## src/rtl/quad_paddle.sv

```systemverilog
// Quadrature-encoder paddle tracker: synchronises raw A/B pins, decodes edges into detent
// clicks and keeps a saturating, SPEED-scaled paddle position with move/direction/error flags.
module quad_paddle #(
   parameter int unsigned POS_WIDTH       = 8,
   parameter int unsigned POS_MAX         = 27,
   parameter int unsigned EDGES_PER_CLICK = 4,
   parameter int unsigned SYNC_STAGES     = 2,
   parameter int unsigned RESET_POS       = 0
) (
   input  logic                 CLOCK,
   input  logic                 RESET,
   input  logic                 ENC_A,
   input  logic                 ENC_B,
   input  logic [3:0]           SPEED,
   input  logic                 CENTER,
   input  logic                 CLEAR_ERR,
   output logic [POS_WIDTH-1:0] POSITION,
   output logic                 MOVED,
   output logic                 DIR,
   output logic                 ERROR
);

   localparam int unsigned SumW = POS_WIDTH + 5;
   localparam int unsigned CntW = $clog2(SYNC_STAGES + 2);

   localparam logic [CntW-1:0]        StartCnt  = CntW'(SYNC_STAGES + 1);
   localparam logic signed [4:0]      AccTop    = 5'(EDGES_PER_CLICK - 1);
   localparam logic signed [4:0]      AccBot    = -AccTop;
   localparam logic signed [SumW-1:0] PosMaxS   = SumW'(POS_MAX);
   localparam logic signed [SumW-1:0] ZeroS     = '0;
   localparam logic [POS_WIDTH-1:0]   PosMax    = POS_WIDTH'(POS_MAX);
   localparam logic [POS_WIDTH-1:0]   PosCenter = POS_WIDTH'(POS_MAX / 2);
   localparam logic [POS_WIDTH-1:0]   PosReset  = POS_WIDTH'(RESET_POS);

   logic [SYNC_STAGES-1:0] sync_a_q, sync_b_q;
   logic [1:0]             cur, prev_q, code_delta;
   logic [CntW-1:0]        start_cnt_q, start_cnt_d;
   logic signed [4:0]      acc_q, acc_d;
   logic [POS_WIDTH-1:0]   pos_q, pos_d;
   logic                   moved_q, moved_d;
   logic                   dir_q, dir_d;
   logic                   err_q, err_d;
   logic                   edge_fwd, edge_rev, edge_bad;
   logic                   click_up, click_dn;
   logic [3:0]             step;
   logic signed [SumW-1:0] pos_s, step_s, pos_up, pos_dn;

   // Map the Gray sequence 00,01,11,10 onto 0..3 so an edge is a +/-1 difference mod 4.
   function automatic logic [1:0] quad_code(input logic [1:0] ab);
      return {ab[1], ab[1] ^ ab[0]};
   endfunction

   assign cur        = {sync_a_q[SYNC_STAGES-1], sync_b_q[SYNC_STAGES-1]};
   assign code_delta = quad_code(cur) - quad_code(prev_q);

   always_comb begin
      edge_fwd = 1'b0;
      edge_rev = 1'b0;
      edge_bad = 1'b0;
      if (start_cnt_q == '0) begin
         case (code_delta)
            2'd1:    edge_fwd = 1'b1;
            2'd3:    edge_rev = 1'b1;
            2'd2:    edge_bad = 1'b1;
            default: ;
         endcase
      end
   end

   always_comb begin
      acc_d    = acc_q;
      click_up = 1'b0;
      click_dn = 1'b0;
      if (edge_fwd) begin
         if (acc_q == AccTop) begin
            acc_d    = '0;
            click_up = 1'b1;
         end else begin
            acc_d = acc_q + 5'sd1;
         end
      end else if (edge_rev) begin
         if (acc_q == AccBot) begin
            acc_d    = '0;
            click_dn = 1'b1;
         end else begin
            acc_d = acc_q - 5'sd1;
         end
      end

      // Widened signed arithmetic so neither the sum nor the difference can wrap.
      step   = (SPEED == 4'd0) ? 4'd1 : SPEED;
      pos_s  = $signed({5'b0, pos_q});
      step_s = $signed({{(SumW - 4){1'b0}}, step});
      pos_up = pos_s + step_s;
      pos_dn = pos_s - step_s;

      pos_d = pos_q;
      dir_d = dir_q;
      if (CENTER) begin
         pos_d = PosCenter;
         acc_d = '0;
      end else if (click_up) begin
         dir_d = 1'b1;
         pos_d = (pos_up > PosMaxS) ? PosMax : pos_up[POS_WIDTH-1:0];
      end else if (click_dn) begin
         dir_d = 1'b0;
         pos_d = (pos_dn < ZeroS) ? '0 : pos_dn[POS_WIDTH-1:0];
      end
      moved_d = !CENTER && (pos_d != pos_q);

      err_d       = edge_bad | (err_q & ~CLEAR_ERR);
      start_cnt_d = (start_cnt_q == '0) ? '0 : start_cnt_q - 1'b1;
   end

   always_ff @(posedge CLOCK or posedge RESET) begin
      if (RESET) begin
         sync_a_q    <= '0;
         sync_b_q    <= '0;
         prev_q      <= '0;
         start_cnt_q <= StartCnt;
         acc_q       <= '0;
         pos_q       <= PosReset;
         moved_q     <= 1'b0;
         dir_q       <= 1'b0;
         err_q       <= 1'b0;
      end else begin
         sync_a_q    <= {sync_a_q[SYNC_STAGES-2:0], ENC_A};
         sync_b_q    <= {sync_b_q[SYNC_STAGES-2:0], ENC_B};
         prev_q      <= cur;
         start_cnt_q <= start_cnt_d;
         acc_q       <= acc_d;
         pos_q       <= pos_d;
         moved_q     <= moved_d;
         dir_q       <= dir_d;
         err_q       <= err_d;
      end
   end

   assign POSITION = pos_q;
   assign MOVED    = moved_q;
   assign DIR      = dir_q;
   assign ERROR    = err_q;

endmodule

```

## config.mk

```make
export PLATFORM = sky130hd
export DESIGN_NAME = quad_paddle
export DESIGN_NICKNAME = d
export VERILOG_FILES = /design/src/rtl/quad_paddle.sv
export SDC_FILE = /design/constraint.sdc
export NUM_CORES = 1
export LEC_CHECK = 0
export CAP_MARGIN = 20
export CORE_MARGIN = 2
export CORE_UTILIZATION = 55
export CTS_BUF_LIST = sky130_fd_sc_hd__clkbuf_4
export DETAILED_ROUTE_END_ITERATION = 7
export GPL_TIMING_DRIVEN = 1
export PLACE_DENSITY = 0.89
export SYNTH_ARGS = -nofsm -noshare
export SYNTH_HDL_FRONTEND = slang
export SYNTH_SLANG_ARGS = --single-unit
```

## constraint.sdc

```tcl
create_clock -name CLOCK -period 3.9 [get_ports CLOCK]
set_input_delay 0.585 -clock CLOCK [delete_from_list [all_inputs] [get_ports CLOCK]]
set_output_delay 0.585 -clock CLOCK [all_outputs]
set_load 0.02 [all_outputs]
```

==> impl_summary.txt <==
----------------------------------------------------
[Layout]
  Fraction of final layout cells sized beyond drive strength 1 ... between 8 and 9%
  Layout Utilization ... 64.27%
  Total area of multi-input combinational cells ... 1119 µm²
  Area grow syn2layout ... 14.53%
  Antenna diodes ... 0
  Filler cell count in the final layout ... between 200 and 300
  Sequential cell area ... slightly above 600 µm²
  Final standard cell area without fillers ... ~2100 µm²
  Layout net count ... roughly 240

[Die]
  Total number of placement rows ... 21
  Initial core utilization ... about 56%
  Die height ... between 60 and 70 µm
  Die Span X ... roughly 62 µm
  IO Count ... 21
  Core Box Area ... 3284 µm²
  Die Outline Area ... roughly 3800 µm²

[Place]
  Final HPWL DP ... between 3 and 4 mm
  Weighted congestion reported at the end of routability-driven placement ... just over 0.9
  Cell area after placement ... 2058 µm²
  Count of port buffers added during placement ... 20

[Critical path]
  Arr. time, crit path ... approximately 3800 ps
  R2R setup slack ... between 700 and 800 ps
  Critical register-to-register path startpoint ... prev_q[1]$_DFF_PP0_
  WP buf/inv ... 3
  Longest individual stage delay on the worst path ... 470 ps
  Largest fanout on the critical path ... 3
  CP Launch Type ... input port
  Data required, critical path ... 4100 ps
  CP cell instances ... clkdlybuf4s50_1 -> inv_1 -> a31o_2 -> ha_1 -> inv_1 -> fa_1 -> a21o_1 -> a2111oi_2 -> nor2_1 -> a221o_1 -> and3b_1 -> nor4_1 -> a41oi_1
  Category of the worst setup path capture point ... flip-flop
  R2R depth ... 8
  Standard cell with the maximum stage delay on the critical path ... clkdlybuf4s50_1
  Gate family responsible for the most delay along the worst path ... compound AO/OA/AOI/OAI gates
  Worst Setup Path Type ... in -> reg
  Critical register-to-register path endpoint ... MOVED$_DFF_PP0_
  Cell mode on critical path ... inv_1

[Min path]
  Worst hold path depth ... 0
  Type of the most critical hold path ... reg -> reg
  Hold path startpoint ... sync_a_q[0]$_DFF_PP0_
  Worst Hold Path EP ... sync_a_q[1]$_DFF_PP0_

[Detailed routing]
  Vias ... about 1.6k
  Antenna-violating nets left ... 0
  Metal2 WL ... 1.818 mm
  Met1 wire length ... roughly 1.9 mm
  Post-detailed-route wirelength per cell ... between 15 and 20 µm
  Routed WL ... around 4 mm
  Initial DRC Count ... between 100 and 150
  Total DRC errors in the routed layout ... 0
  Highest metal used ... met4
  DRT Pass-1 Iters ... 4
  Wire length on met3 ... around 230 µm
  Vias per cell ... 6.042

[Global route]
  Global-route wire length before repair ... ~6.7 mm
  Maximum number of pins on one net before global-route repair ... 25
  Antenna violations before repair ... 0
  Global route total overflow ... 0
  Number of global-route vias before repair ... 1426
  Global-route usage over all layers ... about a quarter

[Logic synthesis]
  Number of enable-type register cells in the synthesized netlist ... 0
  Per-instance average area after synthesis ... a little over 9 µm²
  Post-synth top area cell ... dfrtp_1
  Synthesized netlist cell count ... 201
  Fraction of the yosys area taken by sequential cells ... 32.72%
  Flip-flop cell with the highest count after synthesis ... dfrtp_1
  Top area cells in the synthesized netlist ... dfrtp_1 30%, ha_1 8.1%, xnor2_1 4.3%, nor2_1 4.1%, o21ai_0 3.5%
  Total standard cell area after synthesis ... 1843 µm²
  Top-area cell type share of the netlist area ... between 20% and 30%
  Distinct cell type count of the synthesized netlist ... 58
  Yosys synthesis warning count ... 0
  Net count after synthesis ... approximately 230
  Fraction of synthesis flops using an asynchronous set or reset pin ... between 90% and 100%
  Post-synthesis register bit count ... 24

[CTS]
  Clock-pin transition on the worst setup and hold timing paths ... 140 ps
  CTS tree ... done
  Post-CTS resize count ... 0
  # clock sinks ... 24
  H-tree level count ... 1
  CTS Buf Count ... 3
  Max Root-Sink Buffers ... 2
  Post-CTS Hold Buffers ... 0
  Buffer type at the clock tree root ... clkbuf_4
  Clk_lat worst skew ... between 300 and 400 ps
  Number of post-CTS setup repair buffers ... 0

[Power]
  Total power consumption of the routed design ... between 700 and 800 µW
  Switching Share ... 32.69%
  Internal power ... 484.9 µW
  Gate power share ... between 30% and 40%
  Cell leakage power ... a little under 0.0009 µW
  Sequential fraction of design power ... between 40% and 50%
  Switching power summed over all nets ... about 240 µW
  PD cells ... approximately 340 nW/µm²
  Clock Power Share ... roughly 25%
  Peak ir drop on the vdd network ... ~300 µV

[STA]
  Share of the clock period used by the worst path ... 93.31%
  Worst clock skew ... roughly 1.4 ps
  Number of setup violations in the final report ... 0
  Time the final worst path needs with I/O delays and setup ... ~3600 ps
  RSZ-0062 raised after global routing ... no
  Slew at the pin with the worst max-slew slack ... just over 900 ps
  Hold_ws ... 363.9 ps
  Remaining max-slew budget at the tightest pin ... around two fifths
  Final number of max-transition violations ... 0
  Highest clock frequency the design can meet ... 274.8 MHz
  Final TNS setup ... 0 ps
  Total count of hold-check failures in the final report ... 0

[Flow run]
  Max Cap Viol ... 0

[Run status]
  Outcome ... finished, final reports clean

----------------------------------------------------
power groups by stage:
stage / registers, µW / clock network, µW / logic [µW]
4_1_cts: 306 / 186 / 231
5_1_grt: 312 / 197 / 260
3_3_place_gp: 308 / 0 / 221
2_1_floorplan: 312 / 0 / 160
6_report: 305 / 183 / 232
3_5_place_dp: 311 / 0 / 229
stage by stage:
step                      cells  setup WS, ps
final                       265         260.9
after CTS                   265         286.7
after floorplan             201         703.5
after detailed placement    261        -62.67
after global routing        265         78.41
after global placement      261         149.5
cell type report:
class,instances,share of cell area (%)
sequential,24,28.57
clock buffer,3,1.067
multi-input combinational,152,52.99
timing repair buffer,22,10.20
tap,46,2.727
clock inverter,1,1.423
inverter,17,3.023
cell usage in the layout (no fill, tap or decap), types with 3 or more instances in the layout:
cell type,n
a21oi_1,7
a41oi_1,3
clkbuf_4,3
clkdlybuf4s50_1,20
dfrtp_1,22
ha_1,12
inv_1,17
nand2_1,11
nand2b_1,3
nand3_1,5
nand4_1,4
nor2_1,20
nor2b_1,3
nor3_1,4
o21ai_0,13
o31ai_1,4
or3_1,3
xnor2_1,9
xor2_1,4
metal layers:
metal	up-vias	track usage, %
met3	6	4.348
li1	769	-
met4	0	5.775
met2	54	36.09
met5	-	0
met1	772	34.86
cells in the mapped netlist (3+ instances only):
cell type and number:
dfrtp_1 22, nor2_1 20, inv_1 17, o21ai_0 13, ha_1 12, nand2_1 11, xnor2_1 9, a21oi_1 7
nand3_1 5, nand4_1 4, nor3_1 4, o31ai_1 4, xor2_1 4, a41oi_1 3, buf_2 3, buf_6 3
nand2b_1 3, nor2b_1 3, or3_1 3
worst register-to-register path, cell delays in order (launching register included):
cell       delay, ps
dfrtp_1          450
xor2_1           170
ha_1             310
or3_1            360
or3_1            540
a2111oi_1        750
o31ai_1          150
o211a_1          180
a41oi_1          200
logic make-up (layout without fill, tap and decap cells):
family / Yosys count / count (layout) / share of synthesized area (%)
xor gates and xnor gates: 15 / 15 / 8.961
DFF: 24 / 24 / 32.72
and+or+nand+nor: 67 / 67 / 18.94
AOI/OAI and AO/OA: 55 / 55 / 21.93
muxes: 1 / 1 / 0.5431
adders and majority gates: 14 / 14 / 10.32
buffers and inverters: 25 / 43 / 6.584
how the worst max path moves through the flow:
stage / endpoint / startpoint / slack (ps) / cells past startpoint
after floorplan: MOVED$_DFF_PP0_ / SPEED[1] / 700 / 12
after global placement: MOVED$_DFF_PP0_ / SPEED[1] / 150 / 13
after detailed placement: MOVED$_DFF_PP0_ / SPEED[1] / -60 / 13
after CTS: MOVED$_DFF_PP0_ / SPEED[1] / 290 / 13
after global routing: MOVED$_DFF_PP0_ / SPEED[1] / 80 / 13
final: MOVED$_DFF_PP0_ / SPEED[1] / 260 / 13
state kept, by name, indices dropped and copies added (netlist names):
name,cells
DIR,1
ERROR,1
MOVED,1
POSITION,8
acc_q,5
prev_q,2
start_cnt_q,2
sync_a_q,2
sync_b_q,2
No activity file was read; power rests on OpenSTA's default activity.
